===== src/rtl/plcp_frame_receiver_pkg.sv =====
`default_nettype none
// ============================================================================
//  Module   : plcp_pkg
//  Brief    : Shared PLCP types and constants (receiver and transmitter).
//  Revision : 1.0  initial release
// ============================================================================
package plcp_pkg;

  typedef enum logic [1:0] {
    HUNT   = 2'd0,
    SIGNAL = 2'd1,
    DATA   = 2'd2
  } plcp_state_t;

  localparam logic [7:0] PREAMBLE_PATTERN = 8'hAA;
  localparam int SIGNAL_BITS = 24;
  localparam int RATE_W      = 4;
  localparam int LENGTH_W    = 12;
  localparam int TAIL_BITS   = 6;
  localparam int SCR_WIDTH   = 7;
  localparam int SCR_TAP_HI  = 6;
  localparam int SCR_TAP_LO  = 3;

  // Field order matches transmission order: rate arrives first.
  typedef struct packed {
    logic [RATE_W-1:0]    rate;
    logic                 reserved;
    logic [LENGTH_W-1:0]  length;
    logic                 parity;
    logic [TAIL_BITS-1:0] tail;
  } plcp_signal_t;

  function automatic logic signal_parity(input plcp_signal_t s);
    return ^{s.rate, s.reserved, s.length};
  endfunction

endpackage
`default_nettype wire


===== src/rtl/plcp_frame_receiver_if.sv =====
`default_nettype none
// ============================================================================
//  Module   : plcp_frame_receiver_if
//  Brief    : Serial line input and MAC-side output bundle of the receiver.
//  Revision : 1.0  initial release
// ============================================================================
interface plcp_frame_receiver_if;
  import plcp_pkg::*;

  logic                InValid;
  logic                Input;
  logic [7:0]          DataOut;
  logic                DataValid;
  logic [RATE_W-1:0]   RateOut;
  logic [LENGTH_W-1:0] LengthOut;
  logic                HeaderValid;
  logic                HeaderError;
  logic                FrameDone;
  logic                Busy;

  modport master (
    output InValid, Input,
    input  DataOut, DataValid, RateOut, LengthOut,
           HeaderValid, HeaderError, FrameDone, Busy
  );

  modport slave (
    input  InValid, Input,
    output DataOut, DataValid, RateOut, LengthOut,
           HeaderValid, HeaderError, FrameDone, Busy
  );

endinterface
`default_nettype wire


===== src/rtl/plcp_frame_receiver_descrambler.sv =====
`default_nettype none
// ============================================================================
//  Module   : plcp_descrambler
//  Brief    : Additive x^7+x^4+1 descrambler, one bit per enabled cycle.
//  Revision : 1.0  initial release
// ============================================================================
module plcp_descrambler
  import plcp_pkg::*;
#(
  parameter logic [SCR_WIDTH-1:0] RESET_SEED = 7'h5D
) (
  input  logic                 Clock,
  input  logic                 Reset,
  input  logic                 Load,
  input  logic [SCR_WIDTH-1:0] Seed,
  input  logic                 En,
  input  logic                 Input,
  output logic                 Output
);

  logic [SCR_WIDTH-1:0] r_state;
  logic                 w_fb;

  assign w_fb   = r_state[SCR_TAP_HI] ^ r_state[SCR_TAP_LO];
  assign Output = Input ^ w_fb;

  always_ff @(posedge Clock or posedge Reset) begin
    if (Reset) begin
      r_state <= RESET_SEED;
    end else if (Load) begin
      r_state <= Seed;
    end else if (En) begin
      r_state <= {r_state[SCR_WIDTH-2:0], w_fb};
    end
  end

endmodule
`default_nettype wire


===== src/rtl/plcp_frame_receiver.sv =====
`default_nettype none
// ============================================================================
//  Module   : plcp_frame_receiver
//  Brief    : Serial 802.11a PLCP receiver: preamble lock, SIGNAL parse,
//             payload descramble to bytes. Define PLCP_SIGNAL_CHECK_EN to
//             enable full SIGNAL field validation.
//  Revision : 1.0  initial release
// ============================================================================
module plcp_frame_receiver
  import plcp_pkg::*;
#(
  parameter int                   PREAMBLE_BITS  = 96,
  parameter int                   MAX_LENGTH     = 4095,
  parameter logic [SCR_WIDTH-1:0] SCRAMBLER_SEED = 7'h5D
) (
  input  logic                  Clock,
  input  logic                  Reset,
  plcp_frame_receiver_if.slave  bus
);

  localparam int                  ALT_W     = $clog2(PREAMBLE_BITS + 1);
  localparam logic [LENGTH_W-1:0] c_max_len = LENGTH_W'(MAX_LENGTH);
`ifdef PLCP_SIGNAL_CHECK_EN
  localparam logic                c_check_en = 1'b1;
`else
  localparam logic                c_check_en = 1'b0;
`endif

  plcp_state_t          r_state;
  plcp_state_t          w_state_nxt;

  logic [ALT_W-1:0]     r_alt_cnt;
  logic [4:0]           r_bit_cnt;
  logic [SIGNAL_BITS-2:0] r_sig;
  logic [6:0]           r_byte_sh;
  logic [LENGTH_W-1:0]  r_byte_cnt;

  logic [7:0]           r_data_out;
  logic                 r_data_valid;
  logic [RATE_W-1:0]    r_rate;
  logic [LENGTH_W-1:0]  r_length;
  logic                 r_hdr_valid;
  logic                 r_hdr_err;
  logic                 r_frame_done;

  logic [ALT_W-1:0]     w_alt_inc;
  logic                 w_expect;
  logic                 w_match;
  logic                 w_lock;
  logic                 w_sig_last;
  plcp_signal_t         w_hdr;
  logic                 w_len_zero;
  logic                 w_len_err;
  logic                 w_fmt_err;
  logic                 w_err;
  logic                 w_byte_last;
  logic                 w_last_byte;
  logic                 w_descr_out;

  logic                 w_load;
  logic                 w_descr_en;
  logic                 w_hdr_valid;
  logic                 w_hdr_err;
  logic                 w_data_valid;
  logic                 w_frame_done;

  // Preamble starts with 1, so the expected bit follows the pattern phase.
  assign w_expect   = PREAMBLE_PATTERN[3'd7 - r_alt_cnt[2:0]];
  assign w_match    = (bus.Input == w_expect);
  assign w_alt_inc  = r_alt_cnt + ALT_W'(1);
  assign w_lock     = (r_state == HUNT) && bus.InValid && w_match &&
                      (w_alt_inc == ALT_W'(PREAMBLE_BITS)) && !bus.Input;

  assign w_sig_last = (r_state == SIGNAL) && bus.InValid &&
                      (r_bit_cnt == 5'(SIGNAL_BITS - 1));
  assign w_hdr      = plcp_signal_t'({r_sig, bus.Input});
  assign w_len_zero = (w_hdr.length == '0);
  assign w_len_err  = (w_hdr.length > c_max_len);
  assign w_fmt_err  = (signal_parity(w_hdr) != w_hdr.parity) | w_hdr.reserved |
                      (|w_hdr.tail) | ~w_hdr.rate[0];
  assign w_err      = w_len_err | (c_check_en & w_fmt_err);

  assign w_byte_last = (r_state == DATA) && bus.InValid && (r_bit_cnt[2:0] == 3'd7);
  assign w_last_byte = ((r_byte_cnt + LENGTH_W'(1)) == r_length);

  plcp_descrambler #(
    .RESET_SEED (SCRAMBLER_SEED)
  ) u_descrambler (
    .Clock  (Clock),
    .Reset  (Reset),
    .Load   (w_load),
    .Seed   (SCRAMBLER_SEED),
    .En     (w_descr_en),
    .Input  (bus.Input),
    .Output (w_descr_out)
  );

  always_ff @(posedge Clock or posedge Reset) begin
    if (Reset) begin
      r_state <= HUNT;
    end else begin
      r_state <= w_state_nxt;
    end
  end

  always_comb begin
    w_state_nxt = r_state;
    case (r_state)
      HUNT: begin
        if (w_lock) begin
          w_state_nxt = SIGNAL;
        end
      end
      SIGNAL: begin
        if (w_sig_last) begin
          w_state_nxt = (w_err || w_len_zero) ? HUNT : DATA;
        end
      end
      DATA: begin
        if (w_byte_last && w_last_byte) begin
          w_state_nxt = HUNT;
        end
      end
      default: w_state_nxt = HUNT;
    endcase
  end

  always_comb begin
    w_load       = 1'b0;
    w_descr_en   = 1'b0;
    w_hdr_valid  = 1'b0;
    w_hdr_err    = 1'b0;
    w_data_valid = 1'b0;
    w_frame_done = 1'b0;
    case (r_state)
      SIGNAL: begin
        w_hdr_valid  = w_sig_last & ~w_err;
        w_hdr_err    = w_sig_last &  w_err;
        w_load       = w_sig_last & ~w_err & ~w_len_zero;
        w_frame_done = w_sig_last & ~w_err &  w_len_zero;
      end
      DATA: begin
        w_descr_en   = bus.InValid;
        w_data_valid = w_byte_last;
        w_frame_done = w_byte_last & w_last_byte;
      end
      default: ;
    endcase
  end

  // Strobes are rewritten every clock so each lasts exactly one cycle.
  always_ff @(posedge Clock or posedge Reset) begin
    if (Reset) begin
      r_alt_cnt    <= '0;
      r_bit_cnt    <= '0;
      r_sig        <= '0;
      r_byte_sh    <= '0;
      r_byte_cnt   <= '0;
      r_data_out   <= '0;
      r_data_valid <= 1'b0;
      r_rate       <= '0;
      r_length     <= '0;
      r_hdr_valid  <= 1'b0;
      r_hdr_err    <= 1'b0;
      r_frame_done <= 1'b0;
    end else begin
      r_data_valid <= w_data_valid;
      r_hdr_valid  <= w_hdr_valid;
      r_hdr_err    <= w_hdr_err;
      r_frame_done <= w_frame_done;

      if (w_sig_last) begin
        r_rate   <= w_hdr.rate;
        r_length <= w_hdr.length;
      end

      if (bus.InValid) begin
        case (r_state)
          HUNT: begin
            r_bit_cnt <= '0;
            if (w_lock) begin
              r_alt_cnt <= '0;
            end else if (w_match) begin
              r_alt_cnt <= w_alt_inc;
            end else begin
              r_alt_cnt <= {{(ALT_W-1){1'b0}}, bus.Input};
            end
          end
          SIGNAL: begin
            r_sig      <= {r_sig[SIGNAL_BITS-3:0], bus.Input};
            r_bit_cnt  <= w_sig_last ? 5'd0 : r_bit_cnt + 5'd1;
            r_byte_cnt <= '0;
          end
          DATA: begin
            r_byte_sh <= {r_byte_sh[5:0], w_descr_out};
            r_bit_cnt <= w_byte_last ? 5'd0 : r_bit_cnt + 5'd1;
            if (w_byte_last) begin
              r_data_out <= {r_byte_sh, w_descr_out};
              r_byte_cnt <= r_byte_cnt + LENGTH_W'(1);
            end
          end
          default: ;
        endcase
      end
    end
  end

  assign bus.DataOut     = r_data_out;
  assign bus.DataValid   = r_data_valid;
  assign bus.RateOut     = r_rate;
  assign bus.LengthOut   = r_length;
  assign bus.HeaderValid = r_hdr_valid;
  assign bus.HeaderError = r_hdr_err;
  assign bus.FrameDone   = r_frame_done;
  assign bus.Busy        = (r_state != HUNT);

endmodule
`default_nettype wire

===== src/flat_wrapper.sv =====
// flat-port wrapper written by rule: the top's interface ports become plain ports
module plcp_frame_receiver_flat import plcp_pkg::*;
#(
  parameter int                   PREAMBLE_BITS  = 96,
  parameter int                   MAX_LENGTH     = 4095,
  parameter logic [SCR_WIDTH-1:0] SCRAMBLER_SEED = 7'h5D
)
  (Clock, Reset, bus_InValid, bus_Input, bus_DataOut, bus_DataValid, bus_RateOut, bus_LengthOut, bus_HeaderValid, bus_HeaderError, bus_FrameDone, bus_Busy);
  plcp_frame_receiver_if bus_i ();
  input  logic Clock;
  input  logic Reset;
  input wire logic [$bits(bus_i.InValid)-1:0] bus_InValid;
  input wire logic [$bits(bus_i.Input)-1:0] bus_Input;
  output wire logic [$bits(bus_i.DataOut)-1:0] bus_DataOut;
  output wire logic [$bits(bus_i.DataValid)-1:0] bus_DataValid;
  output wire logic [$bits(bus_i.RateOut)-1:0] bus_RateOut;
  output wire logic [$bits(bus_i.LengthOut)-1:0] bus_LengthOut;
  output wire logic [$bits(bus_i.HeaderValid)-1:0] bus_HeaderValid;
  output wire logic [$bits(bus_i.HeaderError)-1:0] bus_HeaderError;
  output wire logic [$bits(bus_i.FrameDone)-1:0] bus_FrameDone;
  output wire logic [$bits(bus_i.Busy)-1:0] bus_Busy;
  assign bus_i.InValid = bus_InValid;
  assign bus_i.Input = bus_Input;
  assign bus_DataOut = bus_i.DataOut;
  assign bus_DataValid = bus_i.DataValid;
  assign bus_RateOut = bus_i.RateOut;
  assign bus_LengthOut = bus_i.LengthOut;
  assign bus_HeaderValid = bus_i.HeaderValid;
  assign bus_HeaderError = bus_i.HeaderError;
  assign bus_FrameDone = bus_i.FrameDone;
  assign bus_Busy = bus_i.Busy;
  plcp_frame_receiver #(.PREAMBLE_BITS(PREAMBLE_BITS), .MAX_LENGTH(MAX_LENGTH), .SCRAMBLER_SEED(SCRAMBLER_SEED)) u_core (.Clock(Clock), .Reset(Reset), .bus(bus_i));
endmodule

===== config.mk =====
export PLATFORM = sky130hd
export DESIGN_NAME = plcp_frame_receiver_flat
export DESIGN_NICKNAME = d
export VERILOG_FILES = /design/src/rtl/plcp_frame_receiver_pkg.sv /design/src/rtl/plcp_frame_receiver_if.sv /design/src/rtl/plcp_frame_receiver_descrambler.sv /design/src/rtl/plcp_frame_receiver.sv /design/src/flat_wrapper.sv
export SDC_FILE = /design/constraint.sdc
export NUM_CORES = 1
export LEC_CHECK = 0
export CAP_MARGIN = 40
export CORE_MARGIN = 1.5
export CORE_UTILIZATION = 35
export CTS_CLUSTER_SIZE = 30
export DETAILED_ROUTE_END_ITERATION = 10
export PLACE_DENSITY = 0.56
export SETUP_SLACK_MARGIN = 0.05
export SKIP_CTS_REPAIR_TIMING = 1
export SYNTH_ARGS = -nofsm -noshare
export SYNTH_HDL_FRONTEND = slang
export SYNTH_SLANG_ARGS = --single-unit

===== constraint.sdc =====
create_clock -name Clock -period 6.2 [get_ports Clock]
set_input_delay 1.55 -clock Clock [delete_from_list [all_inputs] [get_ports Clock]]
set_output_delay 1.55 -clock Clock [all_outputs]
set_load 0.01 [all_outputs]

# --- After elaboration in Yosys (flattened, before gate mapping) ---
# Memory sizes are Yosys's and may differ from the RTL's.
# Cells that the tools add are included.
word_totals:
  register_bits: 91
  latchBits: 0
  mem_bits_rw: 0
  romBits: 8
  output_inout_bits: 29
  n_memories: 1
classes:
  addsub: 4
  multipliers: 0
  div: 0
  order_cmp: 2
  n_eq_ne: 11
  n_shift: 0
  n_mux: 21
  n_bitwise: 9
  n_reduce_logical: 24
memory_table:
  columns: ["memory", "words", "word_bits", "read_ports", "rd_ports_with_merged_regs", "wr", "line", "source"]
  rows:
  - ["(no name shown)", 8, 1, 1, 0, 0, "plcp_frame_receiver.sv:68", "assign w_expect = PREAMBLE_PATTERN[3'd7 - r_alt_cnt[2:0]];"]
op_table:
  columns: ["op", "n"]
  rows:
  - ["$mux 7", 4]
  - ["$pmux 12 s2", 1]
  - ["$pmux 5 s3", 1]
  - ["$add 12x1->12 const B", 1]
  - ["$eq 12x12->1", 1]
  - ["$gt 12x12->1 const B", 1]
  - ["$logic_not 12->1", 1]
  - ["$mux 12", 1]
  - ["$mux 5", 2]
  - ["$logic_and 1x1->1", 9]
  - ["$reduce_and 3->1", 3]
  - ["$mux 2", 4]
  - ["$reduce_and 2->1", 4]
  - ["$add 7x1->7 const B", 1]
  - ["$eq 7x7->1 const B", 1]
  - ["$mux 1", 6]
  - ["$ne 2x1->1 const B", 3]
  - ["$pmux 2 s3", 1]
  - ["$reduce_bool 2->1", 3]
  - ["$add 5x1->5 const B", 1]
  - ["$and 1x1->1", 5]
  - ["$eq 5x5->1 const B", 1]
  - ["$lt 3x4->1 const B", 1]
  - ["$eq 3x3->1 const B", 1]
  - ["other kinds (12)", 14]

# --- Longest topological paths before layout ---
# Gate-level depths: netlist (run 1).
depth:
  depth_word: 9
  mapped_depth: 10
  ltp_nobuf: 9

# --- Modules after synthesis ---
# Synthesis (run 1) repeated with hierarchy kept, for this count alone.
unflattened:
  hier_cells: 410
  hier_area_um2: 4464.3
by_module_without_submodules:
  columns: ["module", "instances", "cells_each", "area_per_inst_um2"]
  rows:
  - ["plcp_frame_receiver", 1, 376, 4106.4]
  - ["plcp_descrambler", 1, 34, 357.8]

# --- Worst setup path before layout (run 1) ---
# Ideal clock, no wire load.
synth_timing:
  path_kind: "input -> register"
  startpoint: "input port bus_InValid"
  endpoint: "register u_core.r_state[1]"
  setup_ns: 0.125
  t_arrival_ns: 3.315
  path_slack_ns: 2.760
  stages: 9
  path_buffers: 2
  cell_sequence: "buf_2 and2_1 clkbuf_1 nand2_1 a2111oi_2 o2111ai_1 nor4b_2 o21ai_2 mux2_4"
synth_between:
  elab_chain_len: 6
  word_cells_on_any_way: 13
synth_rtl:
  columns: ["item", "line", "source"]
  rows:
  - ["from (decl)", "flat_wrapper.sv:12", "input wire logic [$bits(bus_i.InValid)-1:0] bus_InValid;"]
  - ["$logic_and 1x1->1 (3 in series)", "plcp_frame_receiver.sv:71", "assign w_lock = (r_state == HUNT) && bus.InValid && w_match &&"]
  - ["$logic_and 1x1->1", "plcp_frame_receiver.sv:72", "(w_alt_inc == ALT_W'(PREAMBLE_BITS)) && !bus.Input;"]
  - ["$ne 2x1->1 (no line)", null, null]
  - ["$reduce_and 3->1 (no line) *", null, null]
  - ["to (signal assigned)", "plcp_frame_receiver.sv:102", "r_state <= w_state_nxt;"]
  - ["to (decl)", "plcp_frame_receiver.sv:29", "plcp_state_t r_state;"]
# Every way passes the cells marked *; elsewhere a longest branch is shown, timed or not.
# A chain may end at the register's enable or synchronous reset.

# --- Worst setup path after layout (run 1) ---
layout_timing:
  startpoint: "input port bus_InValid"
  endpoint: "register u_core.u_descrambler.r_state[4]"
layout_between:
  elab_chain_len: 6
  word_cells_on_any_way: 8
layout_rtl:
  columns: ["item", "line", "source"]
  rows:
  - ["$logic_and 1x1->1 (2 in series)", "plcp_frame_receiver.sv:74", "assign w_sig_last = (r_state == SIGNAL) && bus.InValid &&"]
  - ["$and 1x1->1 (2 in series)", "plcp_frame_receiver.sv:139", "w_load = w_sig_last & ~w_err & ~w_len_zero;"]
  - ["$mux 1", "plcp_frame_receiver.sv:135", "case (r_state)"]
  - ["$mux 7 or $reduce_bool 2->1 (tied branches)", null, null]
  - ["to (signal assigned)", "plcp_frame_receiver_descrambler.sv:33", "r_state <= {r_state[SCR_WIDTH-2:0], w_fb};"]
  - ["to (decl)", "plcp_frame_receiver_descrambler.sv:21", "logic [SCR_WIDTH-1:0] r_state;"]
# Parallel ways exist; a longest one is shown, timed or not.

==> impl_metrics.json, run 1 <==
{
  "cp_max_fo": 25,
  "clock_latency_ns": 0.34,
  "final_common_cell": "nand2_1",
  "io_buffers": 32,
  "grt_overflow_total": 0,
  "slowest_stage": "inv_1",
  "end_kind": "flip-flop",
  "synth.top_cell.area_share_pct": 49.5,
  "p_comb_share_pct": 20.4,
  "hold_path_class": "flip-flop to flip-flop",
  "drt-initial-drc-count": 239,
  "nFillCells": 1193,
  "die_h_um": 114,
  "postSynthAreaPerCell_um2": 9.97,
  "gp_congestion": 0.816,
  "grt_max_degree": 50,
  "tightest_slew_ns": 0.868,
  "synth_top_area_cell": "dfrtp_1",
  "p_sw_mw": 0.513,
  "layout_common_cells": "nand2_1 (119), dfrtp_1 (86), clkdlybuf4s50_1 (32), o21ai_0 (26), mux2_2 (23)",
  "area_growth_syn_to_layout_pct": 17.9,
  "drt_pass1_iterations": 4,
  "drive_gt1_share_pct": 13.1,
  "rsz0062_at_grt": "no",
  "holdPathStages": 2,
  "switching_share_pct": 31.2,
  "fp.dieW_um": 114,
  "synth_seq_cells": 91,
  "preCtsSetupSlack_ns": 1.59,
  "p_int_mw": 1.13,
  "power_density_mw_per_mm2": 322,
  "wl_um": 9290,
  "rrSetupSlack_ns": 3.01,
  "synth-edff-count": 0,
  "dp_cells": 624,
  "hpwlAfterDp_um": 6320,
  "cap_violations": 0,
  "antenna_left": 0,
  "syn-num-nets": 452,
  "hold_viol_final": 0,
  "instances_no_fill": 640,
  "cts_tree": "yes",
  "clock_skew_ns": 0.0100,
  "h-tree-depth": 3,
  "worst_slack_ns": 1.98,
  "start_kind": "input port",
  "first_global_vias": 2996,
  "num_vias": 3146,
  "grt_pass1_wl_um": 15500,
  "holdPathEnd": "u_core.bus.DataOut[7]",
  "ir_worst_vdd_mv": 0.147,
  "path_cells": "clkdlybuf4s50_1, nand2_1, buf_4, nor3b_1, nand3_1, inv_1, nand2_1, nand3_1",
  "placementRows": 40,
  "die_area_mm2": 0.0131,
  "critical_path_arrival_ns": 4.50,
  "drv_slew": 0,
  "clock-sinks": 91,
  "crit_type": "input port to flip-flop",
  "clockRootBuffer": "clkbuf_16",
  "period_minus_slack_ns": 4.22,
  "synth_cell_types": 55,
  "hold_path.startpoint": "u_core.r_byte_sh[6]",
  "nets": 483,
  "share_seq_of_total_power_pct": 47.2,
  "synth-seq-area-share_pct": 52.5,
  "maxSlewHeadroom_pct": 41.9,
  "status": "finished clean",
  "ys_warn_count": 0,
  "grt_antenna_before_repair": 0,
  "ys_async_sr_fraction_pct": 100,
  "clock_power_share_pct": 32.4,
  "power_leakage_nw": 2.40,
  "r2r_end": "u_core.u_descrambler.r_state[4]",
  "num_antenna_cells": 0,
  "synth.area.top_cells": "dfrtp_1 (50%), nand2_1 (10%), mux2_2 (6.0%)",
  "initial_core_util_pct": 36.0,
  "fmax_mhz": 237,
  "wire_per_inst_um": 14.5,
  "setup_viol": 0,
  "syn-instance-count": 436,
  "max_stage_delay_ns": 0.76,
  "drcViolationCount": 0,
  "synth-main-ff-cell": "dfrtp_1",
  "cts_buffers": 9,
  "io_pins": 33,
  "fin_crit_sh_pct": 68.1,
  "grt_use_total_pct": 15.1,
  "synthesis.area_mm2": 0.00435,
  "vias_per_cell": 4.92,
  "clk_pin_slew_ns": 0.07,
  "fin_setup_tns_ns": 0,
  "required_ns": 6.47,
  "r2r-start": "u_core.r_state[1]",
  "core_area_mm2": 0.0121,
  "clk_path_buf_depth": 2,
  "reg2regPathDepth": 9
}
[power groups by stage]
stage,registers (mW),logic (mW),clock network (mW)
floorplan,0.760,0.266,0
global placement,0.783,0.329,0
detailed placement,0.788,0.337,0
CTS,0.778,0.340,0.546
global route,0.795,0.373,0.571
finish,0.778,0.335,0.534
[sequential cells by signal, summed over array words and instances (netlist names)]
register                      flops
u_core.r_sig                     23
u_core.bus.LengthOut             12
u_core.r_byte_cnt                12
u_core.bus.DataOut                8
u_core.r_alt_cnt                  7
u_core.r_byte_sh                  7
u_core.u_descrambler.r_state      7
u_core.r_bit_cnt                  5
u_core.bus.RateOut                4
u_core.r_state                    2
u_core.bus.DataValid              1
u_core.bus.FrameDone              1
u_core.bus.HeaderError            1
u_core.bus.HeaderValid            1
[area by class of cell]
class | instances | area, µm² | share of cell area, %
inverters | 15 | 57.6 | 1.12
repair buffers | 36 | 350 | 6.84
well taps | 168 | 210 | 4.10
flip-flops and latches | 91 | 2280 | 44.6
clock inverters | 7 | 57.6 | 1.12
clock buffers | 9 | 225 | 4.40
multi-input cells | 314 | 1940 | 37.8
[metrics by stage]
step	power (mW)	hold WS (ns)	utilization [%]	area, µm²
2_1_floorplan	1.03	0.433	-	4350
3_3_place_gp	1.11	0.459	40.1	4840
3_5_place_dp	1.13	0.464	40.1	4840
4_1_cts	1.66	0.481	42.5	5120
5_1_grt	1.74	0.504	42.5	5120
6_report	1.65	0.478	42.5	5120
[how the worst max path moves through the flow]
stage / cells after the start / endpoint / from / slack, ns
after global routing: 8 / u_core.u_descrambler.r_state[2] / bus_InValid / 1.59
after global placement: 8 / u_core.u_descrambler.r_state[2] / bus_InValid / 1.68
after CTS: 8 / u_core.u_descrambler.r_state[4] / bus_InValid / 1.90
after detailed placement: 8 / u_core.u_descrambler.r_state[4] / bus_InValid / 1.59
after floorplan: 1 / u_core.bus.DataOut[0] / Reset / 2.29
final: 8 / u_core.u_descrambler.r_state[4] / bus_InValid / 1.98
[synth_stat cells, types with 4 or more instances]
library cell,instances
a21oi_1,7
a22o_1,5
a31oi_1,5
and3_1,4
buf_2,4
clkbuf_1,11
dfrtp_1,86
dfstp_2,5
ha_1,12
inv_1,15
mux2_2,23
nand2_1,119
nand3_1,14
nand4_1,4
nor2_1,18
nor3_1,5
o21ai_0,26
o31ai_1,7
xnor2_1,13
xor2_1,6
[routing by layer]
metal | GRT usage (%) | part of all wire [%] | vias to the layer above
li1 | - | - | 1543
met1 | 22.4 | 51 | 1543
met2 | 22.8 | 45 | 49
met3 | 2.38 | 2.3 | 11
met4 | 4.75 | 1.2 | 0
met5 | 0 | 0 | -
[logic make-up after synthesis]
group	after synthesis	synth area share (%)
DFF	91	52.5
other	1	0.0863
buffers and inverters	31	2.88
muxes	28	7.26
AOI/OAI and AO/OA	62	9.27
xor gates and xnor gates	20	4.35
and+or+nand+nor	191	20.2
adders and majority gates	12	3.46
[worst max-delay path: cells and delay by family]
kind | cells | cell delay [ns]
simple gates | 5 | 1.34
buf+inv | 3 | 1.57
(Power assumes the default switching activity.)
==> run 2: changes to the inputs <==
--- a/config.mk
+++ b/config.mk
@@ -10,7 +10,7 @@
 export CORE_UTILIZATION = 35
 export CTS_CLUSTER_SIZE = 30
 export DETAILED_ROUTE_END_ITERATION = 10
-export PLACE_DENSITY = 0.56
+export PLACE_DENSITY = 0.58
 export SETUP_SLACK_MARGIN = 0.05
 export SKIP_CTS_REPAIR_TIMING = 1
 export SYNTH_ARGS = -nofsm -noshare
==> constraint.sdc (replaced) <==
create_clock -name Clock -period 3.4 [get_ports Clock]
set_input_delay 0.85 -clock Clock [delete_from_list [all_inputs] [get_ports Clock]]
set_output_delay 0.85 -clock Clock [all_outputs]
set_load 0.01 [all_outputs]
==> impl_metrics.json, run 2 (synthesis results as in run 1) <==
{
  "grt_overflow_total": 0,
  "dp_cells": 632,
  "area_growth_syn_to_layout_pct": 20.3,
  "clockRootBuffer": "clkbuf_16",
  "fin_crit_sh_pct": 83.1,
  "grt_use_total_pct": 15.3,
  "fin_area_mm2": 0.00523,
  "cap_violations": 0,
  "hold_viol_final": 0,
  "drcViolationCount": 0,
  "grt_pass1_wl_um": 15600,
  "fmax_mhz": 354,
  "fp.dieW_um": 114,
  "drt-initial-drc-count": 208,
  "r2r_end": "u_core.r_state[1]",
  "wl_um": 9010,
  "power_density_mw_per_mm2": 599,
  "final_common_cell": "nand2_1",
  "r2r-start": "u_core.r_byte_cnt[2]",
  "io_pins": 33,
  "cp_max_fo": 11,
  "tightest_slew_ns": 0.740,
  "largest_register_ffs": 23,
  "end_kind": "flip-flop",
  "instances_no_fill": 648,
  "wire_per_inst_um": 13.9,
  "start_kind": "flip-flop",
  "antenna_left": 0,
  "period_minus_slack_ns": 2.83,
  "cts_tree": "yes",
  "vias_per_cell": 4.94,
  "die_h_um": 114,
  "gp_congestion": 0.866,
  "critical_path_arrival_ns": 3.06,
  "fin_setup_tns_ns": 0,
  "dpl_cell_area_mm2": 0.00490,
  "power_leakage_nw": 2.45,
  "largest_register": "u_core.r_sig",
  "required_ns": 3.63,
  "clock_skew_ns": 0.00589,
  "first_global_vias": 3134,
  "hold_path_class": "flip-flop to flip-flop",
  "initial_core_util_pct": 36.0,
  "num_vias": 3200,
  "grt_antenna_before_repair": 0,
  "holdPathStages": 2,
  "reg2regPathDepth": 7,
  "clock-sinks": 91,
  "setup_viol": 0,
  "clk_path_buf_depth": 2,
  "status": "finished clean",
  "holdPathEnd": "u_core.bus.RateOut[3]",
  "hold_path.startpoint": "u_core.r_sig[22]",
  "grt_max_degree": 44,
  "num_antenna_cells": 0,
  "core_area_mm2": 0.0121,
  "rsz0062_at_grt": "no",
  "nets": 491,
  "ir_worst_vdd_mv": 0.247,
  "die_area_mm2": 0.0131,
  "whs_ns": 0.470,
  "h-tree-depth": 3,
  "io_buffers": 32,
  "placementRows": 40,
  "nFillCells": 1171,
  "drive_gt1_share_pct": 14.4,
  "rrSetupSlack_ns": 0.57,
  "clk_pin_slew_ns": 0.06,
  "crit_type": "flip-flop to flip-flop",
  "cts_buffers": 9,
  "hpwlAfterDp_um": 6290,
  "layout_common_cells": "nand2_1 (119), dfrtp_1 (86), clkdlybuf4s50_1 (32), o21ai_0 (26), mux2_2 (23)",
  "drt_pass1_iterations": 4,
  "maxSlewHeadroom_pct": 50.6,
  "drv_slew": 0,
  "clock_latency_ns": 0.35
}
==> run 2: routing by layer <==
| metal | share of wire (%) | routed length, µm | track usage (%) | vias up |
|---|---|---|---|---|
| met5 | 0 | 0 | 0 | - |
| met4 | 1.8 | 162 | 5.92 | 0 |
| met3 | 4.4 | 401 | 3.55 | 15 |
| met2 | 45 | 4080 | 23.4 | 49 |
| met1 | 48 | 4370 | 21.2 | 1568 |
| li1 | - | - | - | 1568 |
==> run 2: how the worst max path moves through the flow <==
stage / from / endpoint / cells past startpoint
detailed placement: bus_Input / u_core.r_state[1] / 7
floorplan: Reset / u_core.bus.DataOut[0] / 1
global route: u_core.r_byte_cnt[2] / u_core.r_state[1] / 7
global placement: bus_Input / u_core.r_state[1] / 7
CTS: bus_Input / u_core.r_state[1] / 7
finish: u_core.r_byte_cnt[2] / u_core.r_state[1] / 7
==> run 2: metrics by stage <==
stage	total power, mW	setup WS (ns)	utilization (%)
4_1_cts	3.18	0.575	43.3
3_3_place_gp	2.04	0.286	40.6
6_report	3.13	0.574	43.3
5_1_grt	3.32	0.333	43.3
3_5_place_dp	2.07	0.204	40.6
2_1_floorplan	1.87	0.195	-
==> run 2: cell type report <==
type                    instances  area, µm²  area share (%)
well taps                     168        210            4.02
inverters                      15       57.6            1.10
multi-input cells             314       1940            37.1
clock buffers                  11        243            4.64
clock inverters                 5       85.1            1.63
flip-flops and latches         91       2280            43.7
repair buffers                 44        410            7.85
==> run 2: critical path: stages (launching register included) <==
cell,delay [ns]
dfrtp_1,0.56
nand4_2,0.22
nor3_1,0.39
mux2_1,0.36
a2111oi_0,0.53
nor4b_2,0.14
o21ai_2,0.20
mux2_4,0.31
==> run 2: power by group <==
| group | total [mW] | switching [mW] | internal, mW |
|---|---|---|---|
| sequential | 1.41 | 0.149 | 1.26 |
| clock | 1.09 | 0.423 | 0.668 |
| combinational | 0.628 | 0.318 | 0.310 |
==> run 3: changes to the inputs <==
--- a/config.mk
+++ b/config.mk
@@ -10,7 +10,7 @@
 export CORE_UTILIZATION = 35
 export CTS_CLUSTER_SIZE = 30
 export DETAILED_ROUTE_END_ITERATION = 10
-export PLACE_DENSITY = 0.58
+export PLACE_DENSITY = 0.56
 export SETUP_SLACK_MARGIN = 0.05
 export SKIP_CTS_REPAIR_TIMING = 1
 export SYNTH_ARGS = -nofsm -noshare
==> constraint.sdc (replaced) <==
create_clock -name Clock -period 2.64 [get_ports Clock]
set_input_delay 0.66 -clock Clock [delete_from_list [all_inputs] [get_ports Clock]]
set_output_delay 0.66 -clock Clock [all_outputs]
set_load 0.01 [all_outputs]
==> impl_metrics.json, run 3 (synthesis results as in run 1) <==
{
  "cts_buffers": 9,
  "wl_um": 9420,
  "first_global_vias": 3111,
  "critical_path_arrival_ns": 2.68,
  "period_minus_slack_ns": 2.46,
  "crit_family": "simple AND/OR/NAND/NOR gates",
  "clock_skew_ns": 0.00847,
  "io_pins": 33,
  "hpwlAfterDp_um": 6360,
  "nFillCells": 1151,
  "fin_area_mm2": 0.00540,
  "area_growth_syn_to_layout_pct": 24.2,
  "startpoint": "u_core.r_alt_cnt[1]",
  "fp.dieW_um": 114,
  "placementRows": 40,
  "clk_path_buf_depth": 2,
  "drcViolationCount": 0,
  "rsz0062_at_grt": "no",
  "reg2regPathDepth": 7,
  "antenna_left": 0,
  "clock_latency_ns": 0.34,
  "path_cells": "and3_4, or3b_1, a2111o_1, or3_4, a22oi_2, o21ai_2, mux2_4",
  "r2r-start": "u_core.r_alt_cnt[1]",
  "largest_register_ffs": 23,
  "io_buffers": 32,
  "seqCellArea_mm2": 0.00229,
  "crit_type": "flip-flop to flip-flop",
  "clk_pin_slew_ns": 0.06,
  "num_vias": 3225,
  "hold_viol_final": 0,
  "grtUsageMet2_pct": 23.7,
  "clockRootBuffer": "clkbuf_16",
  "grt_use_total_pct": 15.1,
  "grt_overflow_total": 0,
  "worst_slack_ns": 0.182,
  "grt_max_degree": 92,
  "fmax_mhz": 407,
  "nets": 503,
  "setup_viol": 0,
  "cp_max_fo": 5,
  "num_antenna_cells": 0,
  "h-tree-depth": 3,
  "initial_core_util_pct": 36.0,
  "gp_congestion": 0.833,
  "cp.depth": 7,
  "dpl_cell_area_mm2": 0.00498,
  "grt_pass1_wl_um": 15500,
  "power_density_mw_per_mm2": 753,
  "cap_violations": 0,
  "vias_per_cell": 4.89,
  "grt_antenna_before_repair": 0,
  "start_kind": "flip-flop",
  "fin_util_pct": 44.8,
  "slowest_stage": "a2111o_1",
  "status": "finished clean",
  "fin_crit_sh_pct": 93.1,
  "core_area_mm2": 0.0121,
  "ir_worst_vdd_mv": 0.322,
  "drv_slew": 0,
  "largest_register": "u_core.r_sig",
  "die_h_um": 114,
  "grt.met3_usage_pct": 3.97,
  "final_common_cell": "nand2_1",
  "whs_ns": 0.467,
  "cts_tree": "yes",
  "worst-path-buf-inv": 0,
  "drt_pass1_iterations": 5,
  "drive_gt1_share_pct": 18.7,
  "hold_path.startpoint": "u_core.r_sig[22]",
  "power_leakage_nw": 2.52,
  "layout_common_cells": "nand2_1 (119), dfrtp_1 (83), clkdlybuf4s50_1 (32), o21ai_0 (26), mux2_2 (23)",
  "wire_per_inst_um": 14.3,
  "die_area_mm2": 0.0131,
  "drt-initial-drc-count": 195,
  "holdPathStages": 2,
  "hold_path_class": "flip-flop to flip-flop",
  "clock-sinks": 91,
  "required_ns": 2.86,
  "top_usage_layer": "met2",
  "multiInputGateArea_mm2": 0.00200,
  "r2r_end": "u_core.r_state[1]",
  "max_stage_delay_ns": 0.43,
  "gr-usage-met1_pct": 20.6,
  "holdPathEnd": "u_core.bus.RateOut[3]",
  "end_kind": "flip-flop",
  "fin_setup_tns_ns": 0,
  "preCtsSetupSlack_ns": -0.187,
  "rrSetupSlack_ns": 0.18
}
[run 3: changes by cell type in the layout (fill, tap and decap cells not counted), moves of 2 or more]
cell / change
ha_2: +2
buf_12: +2
dfrtp_2: +3
buf_4: +10
dfrtp_1: -3
ha_1: -3
[run 3: stage by stage]
stage          power [mW]  std cells
2_1_floorplan        2.41        436
3_3_place_gp         2.68        639
3_5_place_dp         2.71        639
4_1_cts              4.09        655
5_1_grt              4.29        660
6_report             4.06        660
[run 3: layout make-up]
cell class | count | share of cell area, %
repair buffers | 56 | 9.73
inverters | 15 | 1.11
flip-flops and latches | 91 | 42.4
clock inverters | 5 | 1.25
clock buffers | 11 | 4.68
multi-input cells | 314 | 37.0
well taps | 168 | 3.89
[run 3: power breakdown]
group	switching, mW	total, mW	leakage (nW)	internal, mW
Combinational	0.440	0.883	1.15	0.443
Sequential	0.189	1.82	1.21	1.63
Clock	0.564	1.36	0.159	0.801
Total	1.19	4.06	2.52	2.87
[run 3: metal layers]
metal | share of wire, % | routed length (µm) | up-vias
li1 | - | - | 1587
met2 | 47 | 4430 | 49
met4 | 1.6 | 155 | 0
met5 | 0 | 0 | -
met3 | 2.5 | 240 | 13
met1 | 49 | 4600 | 1576
[run 3: worst max-delay path by stage]
stage                             end
finish              u_core.r_state[1]
global route        u_core.r_state[1]
CTS                 u_core.r_state[1]
detailed placement  u_core.r_state[1]
global placement    u_core.r_state[1]
floorplan           u_core.r_state[1]
[run 3: tightest hold or removal path, delay by kind of cell, from the launching register on]
kind	cells	cell delay, ns
DFF	1	0.34
and+or+nand+nor	2	0.10
